$ cat src/rtl/exception_ctrl.sv
// Commit-stage exception/ERET sequencer: latch context, flush, write CP0, redirect fetch.
// Ports: clk/resetn, commit inputs (excepttype, pc, delay slot, badvaddr, epc), CP0 strobes/data, redirect handshake.
module exception_ctrl #(
    parameter logic [31:0] HANDLER_VEC = 32'hBFC0_0380
) (
    input  logic        clk,
    input  logic        resetn,
    input  logic        commit_valid,
    input  logic [31:0] excepttype,
    input  logic [31:0] commit_pc,
    input  logic        in_delayslot,
    input  logic [31:0] badvaddr_in,
    input  logic [31:0] cp0_epc,
    output logic        busy,
    output logic        flush,
    output logic        cp0_exc_we,
    output logic        cp0_eret_we,
    output logic        cp0_badv_we,
    output logic [31:0] cp0_epc_out,
    output logic [4:0]  cp0_exccode,
    output logic        cp0_bd,
    output logic [31:0] cp0_badvaddr,
    output logic        redirect_valid,
    output logic [31:0] redirect_pc,
    input  logic        redirect_ready
);

    typedef enum logic [1:0] {
        IDLE,
        FLUSH,
        REDIRECT
    } state_t;

    state_t      state_q, state_d;
    logic [3:0]  type_q, type_d;
    logic [31:0] pc_q, pc_d;
    logic        ds_q, ds_d;
    logic [31:0] badv_q, badv_d;
    logic [31:0] tgt_q, tgt_d;
    logic        legal;
    logic        accept;
    logic        is_eret;

    always_comb begin
        legal = 1'b0;
        case (excepttype)
            32'h1, 32'h4, 32'h5, 32'h8,
            32'h9, 32'hA, 32'hC, 32'hE: legal = 1'b1;
            default:                    legal = 1'b0;
        endcase
    end

    assign accept = (state_q == IDLE) && commit_valid && legal;

    always_comb begin
        state_d = state_q;
        type_d  = type_q;
        pc_d    = pc_q;
        ds_d    = ds_q;
        badv_d  = badv_q;
        tgt_d   = tgt_q;
        unique case (state_q)
            IDLE: begin
                if (accept) begin
                    state_d = FLUSH;
                    type_d  = excepttype[3:0];
                    pc_d    = commit_pc;
                    ds_d    = in_delayslot;
                    badv_d  = badvaddr_in;
                    // ERET returns to EPC as sampled at commit.
                    tgt_d   = (excepttype[3:0] == 4'hE) ? cp0_epc : HANDLER_VEC;
                end
            end
            FLUSH:    state_d = REDIRECT;
            REDIRECT: if (redirect_ready) state_d = IDLE;
            default:  state_d = IDLE;
        endcase
    end

    always_ff @(posedge clk or negedge resetn) begin
        if (!resetn) begin
            state_q <= IDLE;
            type_q  <= 4'h0;
            pc_q    <= 32'h0;
            ds_q    <= 1'b0;
            badv_q  <= 32'h0;
            tgt_q   <= 32'h0;
        end else begin
            state_q <= state_d;
            type_q  <= type_d;
            pc_q    <= pc_d;
            ds_q    <= ds_d;
            badv_q  <= badv_d;
            tgt_q   <= tgt_d;
        end
    end

    // Strobes decode straight from state so reset drops them at once.
    assign is_eret        = (type_q == 4'hE);
    assign busy           = (state_q != IDLE);
    assign flush          = (state_q == FLUSH);
    assign cp0_exc_we     = flush && !is_eret;
    assign cp0_eret_we    = flush && is_eret;
    assign cp0_badv_we    = flush && ((type_q == 4'h4) || (type_q == 4'h5));
    assign redirect_valid = (state_q == REDIRECT);
    assign redirect_pc    = tgt_q;

    // Delay-slot faults report the branch; wraps modulo 2^32.
    assign cp0_epc_out  = ds_q ? (pc_q - 32'd4) : pc_q;
    assign cp0_bd       = ds_q;
    // Type codes equal ExcCode except Int (1 -> 0).
    assign cp0_exccode  = (type_q == 4'h1) ? 5'd0 : {1'b0, type_q};
    assign cp0_badvaddr = badv_q;

endmodule

$ cat config.mk
export PLATFORM = sky130hd
export DESIGN_NAME = exception_ctrl
export DESIGN_NICKNAME = d
export VERILOG_FILES = /design/src/rtl/exception_ctrl.sv
export SDC_FILE = /design/constraint.sdc
export NUM_CORES = 1
export LEC_CHECK = 0
export CORE_UTILIZATION = 40
export DETAILED_ROUTE_END_ITERATION = 10
export GPL_TIMING_DRIVEN = 0
export PLACE_DENSITY_LB_ADDON = 0.12
export SLEW_MARGIN = 20
export SYNTH_ARGS = -nofsm -noshare
export SYNTH_HDL_FRONTEND = slang
export SYNTH_SLANG_ARGS = --single-unit
$ cat constraint.sdc
create_clock -name clk -period 2.6 [get_ports clk]
set_input_delay 0.26 -clock clk [delete_from_list [all_inputs] [get_ports clk]]
set_output_delay 0.26 -clock clk [all_outputs]
set_load 0.01 [all_outputs]
==> results of run 1 <==
-- through the flow --
step / area (µm²) / total power, mW / hold slack [ns]
global route: 7880 / 3.48 / 0.373
detailed placement: 7400 / 1.89 / 0.157
global placement: 7380 / 1.88 / 0.489
floorplan: 4800 / 1.65 / -0.0356
finish: 7880 / 3.35 / 0.364
CTS: 7840 / 3.40 / 0.352
-- cell type report --
class	count	area (µm²)	area share [%]
clock buffers	12	256	3.25
flip-flops and latches	103	2580	32.7
plain buffers	20	97.6	1.24
multi-input cells	236	2120	26.9
repair buffers	258	2480	31.4
well taps	143	179	2.27
clock inverters	4	77.6	0.984
inverters	26	97.6	1.24
-- synth_stat cells, types with 3 or more instances --
master | instances | area [µm²]
buf_2 | 9 | 45.0
buf_4 | 3 | 22.5
clkbuf_1 | 8 | 30.0
dfrtp_1 | 103 | 2580
inv_1 | 26 | 97.6
mux2_2 | 80 | 901
mux2i_1 | 21 | 210
nand2_1 | 22 | 82.6
nand2b_1 | 14 | 87.6
nand3_1 | 4 | 20.0
nand4_1 | 3 | 18.8
nand4b_1 | 3 | 26.3
nor2_1 | 10 | 37.5
nor3_1 | 9 | 45.0
nor4_1 | 8 | 50.1
or2_2 | 3 | 18.8
or3_1 | 4 | 25.0
or4_1 | 3 | 22.5
xnor2_1 | 16 | 140
xor2_1 | 11 | 96.3
-- kinds of logic after synthesis --
| kind of cell | count (synthesis) |
|---|---|
| flip-flops | 103 |
| multiplexers | 101 |
| AND/OR/NAND/NOR | 98 |
| buffers and inverters | 48 |
| XOR/XNOR | 28 |
| AO/OA/AOI/OAI | 7 |
| adder cells (fa/ha/maj) | 1 |
| other | 1 |
-- layout by cell type (no fill, tap or decap), types with 9 or more instances in the layout --
master	Yosys	final
xor2_1	11	11
clkdlybuf4s50_1	0	214
dfrtp_1	103	100
clkbuf_2	0	10
mux2i_1	21	21
nand2_1	22	22
buf_4	3	16
nand2b_1	14	14
inv_1	26	26
buf_2	9	18
nor2_1	10	9
mux2_2	80	80
xnor2_1	16	15
clkbuf_16	0	9
-- path summary, 6_finish.rpt --
check                                              from                      endpoint  depth (start not counted)
hold reg to reg            cp0_badvaddr[28]$_DFFE_PN0P_  cp0_badvaddr[28]$_DFFE_PN0P_                          1
setup / recovery                    pc_q[6]$_DFFE_PN0P_               cp0_epc_out[15]                          5
hold / removal                                   resetn           pc_q[1]$_DFFE_PN0P_                          2
min in group clk                            cp0_epc[16]   redirect_pc[16]$_DFFE_PN0P_                          3
setup reg to reg                 state_q[1]$_DFFE_PN0P_  cp0_badvaddr[21]$_DFFE_PN0P_                          6
max in group asynchronous                        resetn    redirect_pc[3]$_DFFE_PN0P_                          3
-- worst max-delay path: stages, from the launching register on --
cell     delay, ns
dfrtp_1       0.38
or4_4         0.58
or3_4         0.43
or4_4         0.44
xnor2_2       0.14
buf_2         0.14
-- state kept, by name, summed over array words and instances (netlist names) --
| register | count |
|---|---|
| cp0_badvaddr | 32 |
| pc_q | 32 |
| redirect_pc | 32 |
| type_q | 4 |
| state_q | 2 |
| cp0_bd | 1 |
-- timing repair --
item | in CTS | in global routing
cloned | 0 | 1
buffers inserted | 11 | 5
hold buffers | 1 | 0
resized for setup | 64 | 41
endpoints found under the setup margin | 23 | 82
pin swaps | 8 | 10
endpoints found under the hold margin | 29 | 0
-- where the power goes --
group | internal (mW) | total (mW) | switching (mW)
sequential | 1.60 | 1.60 | 0.0000000897
clock | 0.900 | 1.49 | 0.587
combinational | 0.187 | 0.257 | 0.0696
total | 2.69 | 3.35 | 0.656
-- metal layers --
metal  part of all wire (%)  wire (µm)  GRT usage [%]  up-vias
met4                   0.74         96           6.04        0
met3                     11       1390           10.2        9
li1                       -          -              -     1847
met2                     50       6500           37.0      136
met5                      0          0              0        -
met1                     38       4920           23.5     1868
==> run metrics, run 1 <==
outcome finished, violations left; failing checks DRC, setup timing; Top FF cell, synth dfrtp_1; CP max FO 6; via/cell ratio slightly below 5; synthesized area per cell between 10 and 15 µm²; RSZ-0062 raised after global routing true; Routed WL 12900 µm; Yosys cell types 42; clk sinks ~100; crit share post-route 104%; worst hold path type input pin to async pin; initial antenna violation count 0; maximum vdd ir drop around 480 µV; vias in the first global route about 4200; post-synthesis xor/xnor area fraction about 5.3%; Final Max Slew Viols 0; Total Nets Final between 700 and 800; drt first pass iters 7; via count around 3900; Synth async-reset ratio between 90% and 100%; Routed Antenna Nets 0; count of final setup violators 6; Final Hold Viols 0; GP Congestion slightly below 0.8; area grow syn2layout 64.1%; initial DRC count 161; Synth Area in Compound Gates less than 1%; clk_lat worst skew 0.35 ns; FMAX 369 MHz; chip height 112 µm; EDFF count, synth 0; pre-CTS setup slack -0.259 ns; MaxCap Viol Count 0; CP Class flip-flop to primary output; clk_skew between 0.003 and 0.004 ns; WP data required between 2 and 2.5 ns; Die Wd about 110 µm; Post-Synth Adder-Cell Area less than 1%; layout cell share with drive strength beyond 1 between 20% and 30%; PwrDens about 420 mW/mm²; total gr overflow 0; minimum clock period ~2.7 ns; Arr. time, crit path between 2 and 2.5 ns; setup TNS -0.269 ns; Antenna diodes 0; cts bufs inserted 9; crit path capture type primary output; post-synthesis mux area share 23.1%; Placeable Area roughly 0.012 mm²; Post-Syn Nets 521; CP Launch Type flip-flop; Initial Util between 40% and 50%; Mapped Cells about 390; post-DP HPWL 9560 µm; CTS tree done; I/O pin count approximately 240; root buffer cell clkbuf_16; post-DR wirelength/cell about 16 µm; clk buf depth 2; Synth Register Bits 103; dpl cells slightly below 800; row count 39; max_slew headroom between 50% and 60%; combinational family with the most area after synthesis multiplexers; Synth Area in Simple Gates 12.3%; post-synthesis sequential area ratio between 50% and 60%; Post-Syn Area between 0.004 and 0.005 mm²; Finished Core Util just under 70%; H-tree Lvls 3; clock transition at the registers of the reported paths approximately 0.060 ns; GR Util All Layers about 21%; slack of the critical path -0.110 ns; R2R Setup Slk approximately 0.27 ns; Worst Max-Slew Pin Slew between 0.6 and 0.7 ns; first-pass GRT wire length between 20000 and 25000 µm; FILL cells just over 900; drt drc 13; Port Buffers between 200 and 250; Static Leak around 3.7 nW; yosys warns 0; die footprint roughly 0.012 mm²; fin cells 802; largest net degree at the start of global routing 75
No activity file was read; power rests on OpenSTA's default activity.
==> run 2: changes to the inputs <==
--- a/config.mk
+++ b/config.mk
@@ -5,6 +5,7 @@
 export SDC_FILE = /design/constraint.sdc
 export NUM_CORES = 1
 export LEC_CHECK = 0
+export CORE_MARGIN = 2
 export CORE_UTILIZATION = 40
 export DETAILED_ROUTE_END_ITERATION = 10
 export GPL_TIMING_DRIVEN = 0
==> run 2 against run 1 <==
Compared with the run above: the flow finishes with violations (setup timing); critical path depth did not move; global-route usage fell by 0.29 points; register-to-register slack got worse by 0.04 ns; utilization fell by 0.68 points; maximum frequency fell by 0.47%; critical endpoint unchanged; sequential share of layout area fell by 0.51 points; clock-buffer cell count fell by 1; clock power fell by 17%; clock skew rose by 0.0039 ns; setup slack got worse by 0.013 ns; first-iteration DRC count fell by 16%.
==> run metrics, run 2 (synthesized netlist as in run 1, its figures left out) <==
outcome finished, violations left (unchanged); failing checks setup timing (was DRC, setup timing); I/O pin count 241 (unchanged); Arr. time, crit path 2.46 ns (was 2.45 ns); Worst Max-Slew Pin Slew 0.568 ns (was 0.613 ns); MaxCap Viol Count 0 (unchanged); Die Wd 114 µm (was 112 µm); Antenna diodes 0 (unchanged); worst hold path type input pin to async pin (unchanged); clock transition at the registers of the reported paths 0.06 ns (about the same); via count 3946 (was 3860); max_slew headroom 62.1% (was 59.1%); layout cell share with drive strength beyond 1 29.3% (was 26.4%); area grow syn2layout 66.6% (was 64.1%); Routed WL 13500 µm (was 12900 µm); cell family with most CP delay simple AND/OR/NAND/NOR gates (unchanged); drt drc 0 (was 13); post-DP HPWL 9700 µm (was 9560 µm); Slowest Stage Delay on Critical Path 0.59 ns (was 0.58 ns); minimum clock period 2.72 ns (was 2.71 ns); CP Launch Type flip-flop (unchanged); commonest non-fill, non-tap cell in the layout clkdlybuf4s50_1 (unchanged); chip height 114 µm (was 112 µm); Final Hold Viols 0 (unchanged); gr busiest metal met2 (unchanged); total gr overflow 0 (unchanged); GR Util All Layers 21.1% (was 21.4%); GR Layer Usage met2 36.7% (was 37.0%); root buffer cell clkbuf_16 (unchanged); Min Hold Slack 0.349 ns (was 0.364 ns); drt first pass iters 4 (was 7); FMAX 367 MHz (was 369 MHz); Initial Util 40.5% (was 41.5%); GP Congestion 0.766 (was 0.781); post-DR wirelength/cell 16.5 µm (was 16.1 µm); maximum vdd ir drop 351 µV (was 483 µV); GRT met3 Usage 8.71% (was 10.2%); cts bufs inserted 9 (unchanged); vias in the first global route 4224 (was 4161); crit share post-route 105% (was 104%); largest net degree at the start of global routing 79 (was 75); Critical-path top delay cell or4b_4 (was or4_4); clk_lat worst skew 0.35 ns (about the same); count of final setup violators 5 (was 6); clk sinks 103 (unchanged); CP Cell Sequence or4b_4, or3_4, or4_4, xnor2_2, buf_2 (was or4_4, or3_4, or4_4, xnor2_2, buf_2); CP Class flip-flop to primary output (unchanged); die footprint 0.0129 mm² (was 0.0125 mm²); Placeable Area 0.0119 mm² (was 0.0116 mm²); CP max FO 5 (was 6); slack of the critical path -0.123 ns (was -0.110 ns); WP buf/inv 1 (unchanged); Port Buffers 239 (unchanged); first-pass GRT wire length 21200 µm (was 20700 µm); clk_skew 0.00759 ns (was 0.00372 ns); commonest non-fill, non-tap cells in the layout clkdlybuf4s50_1, dfrtp_1, mux2_2, buf_4, inv_1 (was clkdlybuf4s50_1, dfrtp_1, mux2_2, inv_1, nand2_1); initial antenna violation count 0 (unchanged); Finished Core Util 67.5% (was 68.2%); H-tree Lvls 3 (unchanged); Static Leak 3.78 nW (was 3.70 nW); FILL cells 927 (was 919); Routed Antenna Nets 0 (unchanged); WP data required 2.34 ns (about the same); crit path capture type primary output (unchanged); via/cell ratio 4.84 (was 4.81); Final Max Slew Viols 0 (unchanged); CTS tree done (unchanged); grt met1 use 24.1% (was 23.5%); row count 40 (was 39); clk buf depth 2 (unchanged); RSZ-0062 raised after global routing true (unchanged); PwrDens 388 mW/mm² (was 424 mW/mm²); initial DRC count 135 (was 161); Total Nets Final 799 (was 788)
==> run 2: final cells by class <==
| cell class | instances | area (µm²) | share of cell area [%] |
|---|---|---|---|
| flip-flops and latches | 103 | 2580 | 32.2 |
| repair buffers | 269 | 2560 | 32.0 |
| multi-input cells | 236 | 2220 | 27.7 |
| clock buffers | 11 | 243 | 3.03 |
| well taps | 147 | 184 | 2.30 |
| plain buffers | 20 | 97.6 | 1.22 |
| inverters | 26 | 97.6 | 1.22 |
| clock inverters | 3 | 21.3 | 0.266 |
==> run 2: routing by layer <==
| layer | up-vias | wire length (µm) |
|---|---|---|
| li1 | 1878 | - |
| met1 | 1914 | 5330 |
| met2 | 134 | 6700 |
| met3 | 20 | 1210 |
| met4 | 0 | 241 |
| met5 | - | 0 |
==> run 2: worst paths after layout <==
| kind | end | from | slack [ns] | cells past startpoint |
|---|---|---|---|---|
| worst min-delay path | cp0_badvaddr[28]$_DFFE_PN0P_ | resetn | 0.35 | 2 |
| max in group asynchronous | type_q[3]$_DFFE_PN0P_ | resetn | 1.58 | 3 |
| min in group clk | redirect_pc[2]$_DFFE_PN0P_ | cp0_epc[2] | 0.46 | 3 |
| worst max register to register | pc_q[19]$_DFFE_PN0P_ | state_q[1]$_DFFE_PN0P_ | 0.23 | 6 |
| worst max-delay path | cp0_epc_out[15] | pc_q[2]$_DFFE_PN0P_ | -0.12 | 5 |
| worst min register to register | redirect_pc[25]$_DFFE_PN0P_ | redirect_pc[25]$_DFFE_PN0P_ | 0.51 | 1 |
==> run 2: power by group <==
part	leakage [nW]	internal, mW	total [mW]	switching (mW)
registers	1.33	1.60	1.60	0.0000000911
logic	2.32	0.187	0.256	0.0691
clock network	0.127	0.665	1.24	0.580
total	3.78	2.45	3.10	0.649
==> run 2: worst register-to-register path, stage by stage, from the launching register on <==
cell and delay (ns):
dfrtp_1 0.41, nor4_1 0.32, nand4_1 0.15, nor3_1 0.33
clkbuf_2 0.34, buf_2 0.33, mux2_2 0.38
==> run 2: what timing repair did <==
action / in CTS / in global routing
hold buffers: 1 / 0
gates resized for setup: 90 / 37
endpoints found under the setup margin: 64 / 22
pin swaps: 8 / 16
endpoints found under the hold margin: 25 / 0
setup buffers: 18 / 10
==> run 2: metrics by stage <==
| stage | setup TNS [ns] | area (µm²) | power, mW | cells | worst slack (ns) |
|---|---|---|---|---|---|
| after CTS | -0.467 | 7820 | 3.15 | 806 | -0.151 |
| final | -0.350 | 8010 | 3.10 | 815 | -0.123 |
| after floorplan | 0 | 4800 | 1.65 | 387 | 0.300 |
| after global routing | -1.60 | 8010 | 3.24 | 815 | -0.190 |
| after detailed placement | -18.41 | 7410 | 1.89 | 774 | -0.268 |
| after global placement | -293.89 | 7380 | 1.88 | 773 | -2.70 |
